[config.mk]
export PLATFORM = sky130hd
export DESIGN_NAME = rtc_op_scheduler_flat
export DESIGN_NICKNAME = d
export VERILOG_FILES = /design/src/rtl/rtc_op_scheduler_pkg.sv /design/src/rtl/rtc_op_scheduler_if.sv /design/src/rtl/rtc_op_scheduler_refresh_timer.sv /design/src/rtl/rtc_op_scheduler.sv /design/src/flat_wrapper.sv
export SDC_FILE = /design/constraint.sdc
export NUM_CORES = 1
export LEC_CHECK = 0
export CAP_MARGIN = 20
export CORE_MARGIN = 5
export CORE_UTILIZATION = 50
export CTS_CLUSTER_DIAMETER = 80
export DETAILED_ROUTE_END_ITERATION = 10
export PLACE_DENSITY_LB_ADDON = 0.2
export SYNTH_ARGS = -nofsm -noshare
export SYNTH_HDL_FRONTEND = slang
export SYNTH_SLANG_ARGS = --single-unit
[constraint.sdc]
create_clock -name clk -period 2.8 [get_ports clk]
set_input_delay 0.56 -clock clk [delete_from_list [all_inputs] [get_ports clk]]
set_output_delay 0.56 -clock clk [all_outputs]
set_load 0.02 [all_outputs]
[src/rtl/rtc_op_scheduler_pkg.sv]
// Shared types for the RTC operation scheduler: FSM states, operation codes
// (which double as the bus-mux select values) and write targets.
// Build option: RTC_TIMER_READ_EN adds a timer read to each refresh sequence.
package rtc_sched_pkg;

  typedef enum logic [1:0] {
    IDLE  = 2'd0,
    ISSUE = 2'd1,
    WAIT  = 2'd2
  } state_t;

  typedef enum logic [1:0] {
    OP_HORA  = 2'd0,
    OP_FECHA = 2'd1,
    OP_TIMER = 2'd2,
    OP_ESC   = 2'd3
  } op_t;

  localparam logic [1:0] SEL_HORA  = 2'd0;
  localparam logic [1:0] SEL_FECHA = 2'd1;
  localparam logic [1:0] SEL_TIMER = 2'd2;

  // Index of the final read in a refresh sequence.
`ifdef RTC_TIMER_READ_EN
  localparam logic [1:0] LAST_SEQ_IDX = 2'd2;
`else
  localparam logic [1:0] LAST_SEQ_IDX = 2'd1;
`endif

  // The unused target code 3 falls back to the hour registers.
  function automatic logic [1:0] norm_sel(input logic [1:0] sel);
    return (sel == 2'd3) ? SEL_HORA : sel;
  endfunction

  // Position within the refresh sequence -> read operation.
  function automatic op_t seq_op(input logic [1:0] idx);
    case (idx)
      2'd0:    return OP_HORA;
      2'd1:    return OP_FECHA;
      default: return OP_TIMER;
    endcase
  endfunction

endpackage

[src/rtl/rtc_op_scheduler_if.sv]
// Request/start-pulse bundle between the scheduler and its environment.
// The slave side is the scheduler; the master side drives requests and
// observes the worker start pulses and bus-mux select.
interface rtc_op_scheduler_if;
  logic       init_done;
  logic       wr_req;
  logic [1:0] wr_sel;
  logic       do_it_leer_hora;
  logic       do_it_leer_fecha;
  logic       do_it_leer_timer;
  logic       do_it_escribir;
  logic [1:0] esc_sel;
  logic [1:0] mux_sel;
  logic       wr_ack;
  logic       busy;

  modport master (
    output init_done, wr_req, wr_sel,
    input  do_it_leer_hora, do_it_leer_fecha, do_it_leer_timer, do_it_escribir,
    input  esc_sel, mux_sel, wr_ack, busy
  );

  modport slave (
    input  init_done, wr_req, wr_sel,
    output do_it_leer_hora, do_it_leer_fecha, do_it_leer_timer, do_it_escribir,
    output esc_sel, mux_sel, wr_ack, busy
  );
endinterface

[src/rtl/rtc_op_scheduler_refresh_timer.sv]
// Refresh period counter: free-runs 0..REFRESH_CYCLES-1 once the RTC is
// initialised and emits a one-cycle tick in the cycle it wraps.
module rtc_refresh_timer
  import rtc_sched_pkg::*;
#(
  parameter int REFRESH_CYCLES = 1_000_000
) (
  input  logic clk,
  input  logic reset,
  input  logic init_done,
  output logic tick
);

  localparam logic [31:0] CNT_LAST = 32'(REFRESH_CYCLES - 1);

  logic [31:0] cnt_q, cnt_d;

  // Next count: parked at zero until init completes, wraps with a tick.
  always_comb begin
    cnt_d = cnt_q;
    tick  = 1'b0;
    if (!init_done) begin
      cnt_d = '0;
    end else if (cnt_q == CNT_LAST) begin
      cnt_d = '0;
      tick  = 1'b1;
    end else begin
      cnt_d = cnt_q + 32'd1;
    end
  end

  // Counter register.
  always_ff @(posedge clk or posedge reset) begin
    if (reset) cnt_q <= '0;
    else       cnt_q <= cnt_d;
  end

endmodule

[src/rtl/rtc_op_scheduler.sv]
// RTC operation scheduler: launches periodic refresh reads (hour, date and,
// with RTC_TIMER_READ_EN defined, timer) and slots user writes in between.
// Each operation is a one-cycle start pulse followed by a fixed guard window
// during which mux_sel keeps the shared RTC bus pointed at that worker.
module rtc_op_scheduler
  import rtc_sched_pkg::*;
#(
  parameter int REFRESH_CYCLES = 1_000_000,
  parameter int GUARD_CYCLES   = 40
) (
  input  logic                clk,
  input  logic                reset,
  rtc_op_scheduler_if.slave   bus
);

  localparam logic [31:0] GUARD_LAST = 32'(GUARD_CYCLES - 1);

  logic        tick;
  state_t      state_q, state_d;
  op_t         op_q, op_d;
  logic [31:0] wait_cnt_q, wait_cnt_d;
  logic [1:0]  seq_idx_q, seq_idx_d;
  logic        refresh_pend_q, refresh_pend_d;
  logic        wr_pend_q, wr_pend_d;
  logic [1:0]  wr_sel_q, wr_sel_d;
  logic [1:0]  esc_sel_q, esc_sel_d;
  logic        issue;
  logic        is_write;

  rtc_refresh_timer #(
    .REFRESH_CYCLES(REFRESH_CYCLES)
  ) u_refresh_timer (
    .clk       (clk),
    .reset     (reset),
    .init_done (bus.init_done),
    .tick      (tick)
  );

  // Next-state logic: operation sequencing plus pending-request bookkeeping.
  always_comb begin
    state_d        = state_q;
    op_d           = op_q;
    wait_cnt_d     = wait_cnt_q;
    seq_idx_d      = seq_idx_q;
    refresh_pend_d = refresh_pend_q;
    wr_pend_d      = wr_pend_q;
    wr_sel_d       = wr_sel_q;
    esc_sel_d      = esc_sel_q;

    case (state_q)
      IDLE: begin
        // A pending write wins every operation boundary.
        if (bus.init_done) begin
          if (wr_pend_q) begin
            op_d    = OP_ESC;
            state_d = ISSUE;
          end else if (refresh_pend_q) begin
            op_d    = seq_op(seq_idx_q);
            state_d = ISSUE;
          end
        end
      end
      ISSUE: begin
        wait_cnt_d = '0;
        state_d    = WAIT;
        if (op_q == OP_ESC) begin
          esc_sel_d = wr_sel_q;
          wr_pend_d = 1'b0;
        end else begin
          seq_idx_d = seq_idx_q + 2'd1;
          if (seq_idx_q == LAST_SEQ_IDX) refresh_pend_d = 1'b0;
        end
      end
      WAIT: begin
        if (wait_cnt_q == GUARD_LAST) state_d = IDLE;
        else                          wait_cnt_d = wait_cnt_q + 32'd1;
      end
      default: state_d = IDLE;
    endcase

    // A wrap during an unfinished sequence is dropped rather than restarting it.
    if (tick && !refresh_pend_q) begin
      refresh_pend_d = 1'b1;
      seq_idx_d      = '0;
    end

    // New requests override the clear from a write being issued this cycle.
    if (bus.init_done && bus.wr_req) begin
      wr_pend_d = 1'b1;
      wr_sel_d  = norm_sel(bus.wr_sel);
    end

    // Losing init abandons all pending work; the running operation finishes.
    if (!bus.init_done) begin
      wr_pend_d      = 1'b0;
      refresh_pend_d = 1'b0;
      seq_idx_d      = '0;
    end
  end

  // State and bookkeeping registers.
  always_ff @(posedge clk or posedge reset) begin
    if (reset) begin
      state_q        <= IDLE;
      op_q           <= OP_HORA;
      wait_cnt_q     <= '0;
      seq_idx_q      <= '0;
      refresh_pend_q <= 1'b0;
      wr_pend_q      <= 1'b0;
      wr_sel_q       <= SEL_HORA;
      esc_sel_q      <= SEL_HORA;
    end else begin
      state_q        <= state_d;
      op_q           <= op_d;
      wait_cnt_q     <= wait_cnt_d;
      seq_idx_q      <= seq_idx_d;
      refresh_pend_q <= refresh_pend_d;
      wr_pend_q      <= wr_pend_d;
      wr_sel_q       <= wr_sel_d;
      esc_sel_q      <= esc_sel_d;
    end
  end

  assign issue    = (state_q == ISSUE);
  assign is_write = (op_q == OP_ESC);

  assign bus.do_it_leer_hora  = issue && (op_q == OP_HORA);
  assign bus.do_it_leer_fecha = issue && (op_q == OP_FECHA);
`ifdef RTC_TIMER_READ_EN
  assign bus.do_it_leer_timer = issue && (op_q == OP_TIMER);
`else
  assign bus.do_it_leer_timer = 1'b0;
`endif
  assign bus.do_it_escribir   = issue && is_write;
  assign bus.wr_ack           = issue && is_write;
  // Show the new target already in the write pulse cycle, then hold it.
  assign bus.esc_sel          = (issue && is_write) ? wr_sel_q : esc_sel_q;
  // op_q is loaded on entry to ISSUE and held until the next operation.
  assign bus.mux_sel          = op_q;
  assign bus.busy             = (state_q != IDLE);

endmodule

[src/flat_wrapper.sv]
// flat-port wrapper written by rule: the top's interface ports become plain ports
module rtc_op_scheduler_flat import rtc_sched_pkg::*;
#(
  parameter int REFRESH_CYCLES = 1_000_000,
  parameter int GUARD_CYCLES   = 40
)
  (clk, reset, bus_init_done, bus_wr_req, bus_wr_sel, bus_do_it_leer_hora, bus_do_it_leer_fecha, bus_do_it_leer_timer, bus_do_it_escribir, bus_esc_sel, bus_mux_sel, bus_wr_ack, bus_busy);
  rtc_op_scheduler_if bus_i ();
  input  logic clk;
  input  logic reset;
  input wire logic [$bits(bus_i.init_done)-1:0] bus_init_done;
  input wire logic [$bits(bus_i.wr_req)-1:0] bus_wr_req;
  input wire logic [$bits(bus_i.wr_sel)-1:0] bus_wr_sel;
  output wire logic [$bits(bus_i.do_it_leer_hora)-1:0] bus_do_it_leer_hora;
  output wire logic [$bits(bus_i.do_it_leer_fecha)-1:0] bus_do_it_leer_fecha;
  output wire logic [$bits(bus_i.do_it_leer_timer)-1:0] bus_do_it_leer_timer;
  output wire logic [$bits(bus_i.do_it_escribir)-1:0] bus_do_it_escribir;
  output wire logic [$bits(bus_i.esc_sel)-1:0] bus_esc_sel;
  output wire logic [$bits(bus_i.mux_sel)-1:0] bus_mux_sel;
  output wire logic [$bits(bus_i.wr_ack)-1:0] bus_wr_ack;
  output wire logic [$bits(bus_i.busy)-1:0] bus_busy;
  assign bus_i.init_done = bus_init_done;
  assign bus_i.wr_req = bus_wr_req;
  assign bus_i.wr_sel = bus_wr_sel;
  assign bus_do_it_leer_hora = bus_i.do_it_leer_hora;
  assign bus_do_it_leer_fecha = bus_i.do_it_leer_fecha;
  assign bus_do_it_leer_timer = bus_i.do_it_leer_timer;
  assign bus_do_it_escribir = bus_i.do_it_escribir;
  assign bus_esc_sel = bus_i.esc_sel;
  assign bus_mux_sel = bus_i.mux_sel;
  assign bus_wr_ack = bus_i.wr_ack;
  assign bus_busy = bus_i.busy;
  rtc_op_scheduler #(.REFRESH_CYCLES(REFRESH_CYCLES), .GUARD_CYCLES(GUARD_CYCLES)) u_core (.clk(clk), .reset(reset), .bus(bus_i));
endmodule
==> results.txt <==
The run finished with clean final reports. The count of input and output buffers came out at 14. The number of library cell types mapped by synthesis came out at 44.

The power density over the cells came out at 593 nW/µm². The post-detailed-placement cell area is 4210 µm². The synthesis-stage register bit count came out at 76. The hold-fix buffer count after cts came out at 0. The library cell used most frequently in the layout, excluding fill and tap cells, is dfrtp_1. The initial antenna violation count is 0. The ratio of routed vias to standard cells is 5.50. The total routed wirelength came out at 7.78 mm.

Across all hold checks on the routed design, the worst slack comes to 0.466 ns. The busiest layer in global routing is met2. The setup clock skew after layout is 0.0127 ns.

The clock period minus worst slack is 2.53 ns. The pre-antenna-repair detailed-routing pass consisted of 4 iterations. The overall routing resource usage is 17.5%. The count of non-filler cells in the finished layout is 548. The horizontal die dimension came out at 99.0 µm. The residual DRC count is 0.

Across all layers, the routed design uses 3014 vias. The net count reported at finish came out at 451. After floorplanning, the core was sized to cover 7730 µm². The async set-reset flop share out of synthesis is 100%. The combined area of all synthesized cells is 3960 µm².

The setup path with the least slack is of type reg2out. Setup total negative slack on the finished layout was measured at 0 ns. The element type at the critical path end is an output port. Setup violations remaining at the end of the flow were counted as 0. Clock latency on the worst-skew pair, taken at its later pin, is 0.34 ns. The congestion estimate from routability-driven global placement came to 0.865.

The kind of launch point of the worst setup path is a register. The die is 99.0 µm tall. The number of antenna diodes is 0. The number of instances in the synthesized netlist came out at 420. The final number of max-transition violations was 0. In the layout the commonest cells are dfrtp_1 (75), nor2_1 (63), nand2_1 (45). The leakage power came out at 0.00190 µW. The transition time of the tightest slew-check pin came out at 0.654 ns. The total CTS buffers is 9. The path class of the lowest-slack min-delay path is reg2reg. The effective utilization at floorplan came out at 51.2%.

The final hold violation count came out at 0. The post-CTS clock slew at the launch and capture registers of the worst setup and hold paths came out at 0.08 ns. The global-route wire length before repair came out at 14.3 mm. The total placed cells including tap cells is 532.

The routed wirelength normalized by instance count came out at 14.2 µm. The synthesis warning total came out at 0. Clock tree synthesis selected as its root buffer the cell clkbuf_8. The global-route met2 utilization came out at 27.6%. Of the synthesized area, sequential elements account for 48.0%. TritonCTS built the clock tree. The area growth from synthesis to layout came out at 12.2%. The share of final-layout standard cells stronger than drive strength 1 is 7.85%. The via count of the first global-routing pass came out at 3084. The net count after synthesis came out at 430. The met1 routing resource usage after global routing came out at 23.8%. After legalization and detailed placement, the total HPWL measured 5.48 mm.

The number of enable flip-flop cells after synthesis is 0. The upper clock frequency limit came out at 395 MHz. 16 I/O pins were placed. The pin count of the biggest net entering global routing came out at 35. The remaining antenna violation count after routing came out at 0. Each instance of the synthesized netlist takes up on average 9.43 µm². Setup repair after global routing left no endpoint under its margin. The site row count came out at 32.

The main flop type after synthesis is dfrtp_1. The number of buffers inserted by post-CTS setup repair is 0. The violation count after the first detailed-routing iteration is 132. The number of H-tree branching levels came out at 3.

With fillers left out, the area of the finished cells amounts to 4440 µm². Clock tree synthesis found a total of 76 sinks. The highest fanout seen on the critical path is 12. The post-layout utilization of the core is 57.5%.

The data required time of the worst path came out at 2.24 ns. The final critical path takes up 90.5% of the cycle. The area of the die is 9800 µm².

Max-cap violations in this run came to 0. The worst-case vdd ir drop is 0.253 mV. The number of instances resized during post-cts repair is 1. For this run the aggregate overflow at the end of global routing stands at 0. The flop-to-flop setup slack came out at 0.70 ns.

The global routing usage on met3 is 3.33%. The data arrival time of the critical path came out at 1.97 ns. The headroom to the max-slew limit is 56.0%. The clock tree buffer depth came out at 2.
layer usage:
| layer | routed length, µm | vias to the layer above |
|---|---|---|
| met4 | 144 | 0 |
| met3 | 236 | 13 |
| met1 | 3740 | 1425 |
| met5 | 0 | - |
| met2 | 3670 | 47 |
| li1 | - | 1529 |
power by group:
group	switching (µW)	total (µW)	leakage, µW	internal (µW)
sequential	83.1	1250	0.00104	1170
clock	407	937	0.000110	530
combinational	257	443	0.000746	186
cell type report:
class,instances,area [µm²]
multi-input cells,320,1930
clock buffers,11,141
fillers,683,3290
inverters,14,52.6
well taps,102,128
clock inverters,5,85.1
repair buffers,20,203
flip-flops and latches,76,1900
registers in the layout (all words and copies together), names as in the netlist:
signal and cells:
u_core.wait_cnt_q 32, u_core.wr_sel_q 2, u_core.seq_idx_q 2, u_core.bus.mux_sel 2
u_core.refresh_pend_q 1, u_core.state_q 2, u_core.esc_sel_q 2, u_core.u_refresh_timer.cnt_q 32
u_core.wr_pend_q 1
kinds of logic (layout without fill, tap and decap cells):
group | after synthesis | after routing | share of synthesized area, %
compound gates | 45 | 45 | 7.43
xor+xnor | 35 | 35 | 7.74
fa+ha+maj | 4 | 4 | 1.26
buf+inv | 24 | 50 | 3.26
flops | 76 | 76 | 48.0
mux | 9 | 9 | 2.34
other cells | 1 | 1 | 0.0947
simple gates | 226 | 226 | 29.8
Yosys cell counts (all sizes together) (8+ instances only):
cell    instances  area share (%)
xor2           25             5.5
nor2           63             6.0
nor4           17             3.8
inv            14             1.3
nand3          37             5.0
nor3           12             1.6
nand2          45             4.3
dfrtp          76              48
xnor2          10             2.2
nand4          26             4.1
o211ai          8             1.5
o21ai          17             2.4
per-stage QoR:
| step | setup WS, ns | power, µW |
|---|---|---|
| 2_1_floorplan | 0.302 | 1560 |
| 3_3_place_gp | 0.377 | 1710 |
| 3_5_place_dp | 0.310 | 1720 |
| 4_1_cts | 0.00308 | 2670 |
| 5_1_grt | 0.0247 | 2790 |
| 6_report | 0.267 | 2630 |
critical path, stage by stage (launching register included):
cell and delay (ns):
dfrtp_1 0.38, buf_4 0.19, inv_1 0.11, nand2_1 0.09
nor3b_1 0.22, clkdlybuf4s50_1 0.64
worst paths after layout:
| kind | start | endpoint | cells after the start |
|---|---|---|---|
| hold reg to reg | u_core.u_refresh_timer.cnt_q[0]$_DFF_PP0_ | u_core.u_refresh_timer.cnt_q[0]$_DFF_PP0_ | 1 |
| max in group asynchronous | reset | u_core.wait_cnt_q[26]$_DFFE_PP0P_ | 3 |
| min in group asynchronous | reset | u_core.refresh_pend_q$_DFFE_PP0P_ | 2 |
| setup reg to reg | u_core.u_refresh_timer.cnt_q[11]$_DFF_PP0_ | u_core.u_refresh_timer.cnt_q[21]$_DFF_PP0_ | 6 |
| setup / recovery | u_core.state_q[1]$_DFFE_PP0P_ | bus_do_it_leer_fecha | 5 |
| hold / removal | u_core.u_refresh_timer.cnt_q[0]$_DFF_PP0_ | u_core.u_refresh_timer.cnt_q[0]$_DFF_PP0_ | 1 |
(Power assumes the default switching activity.)
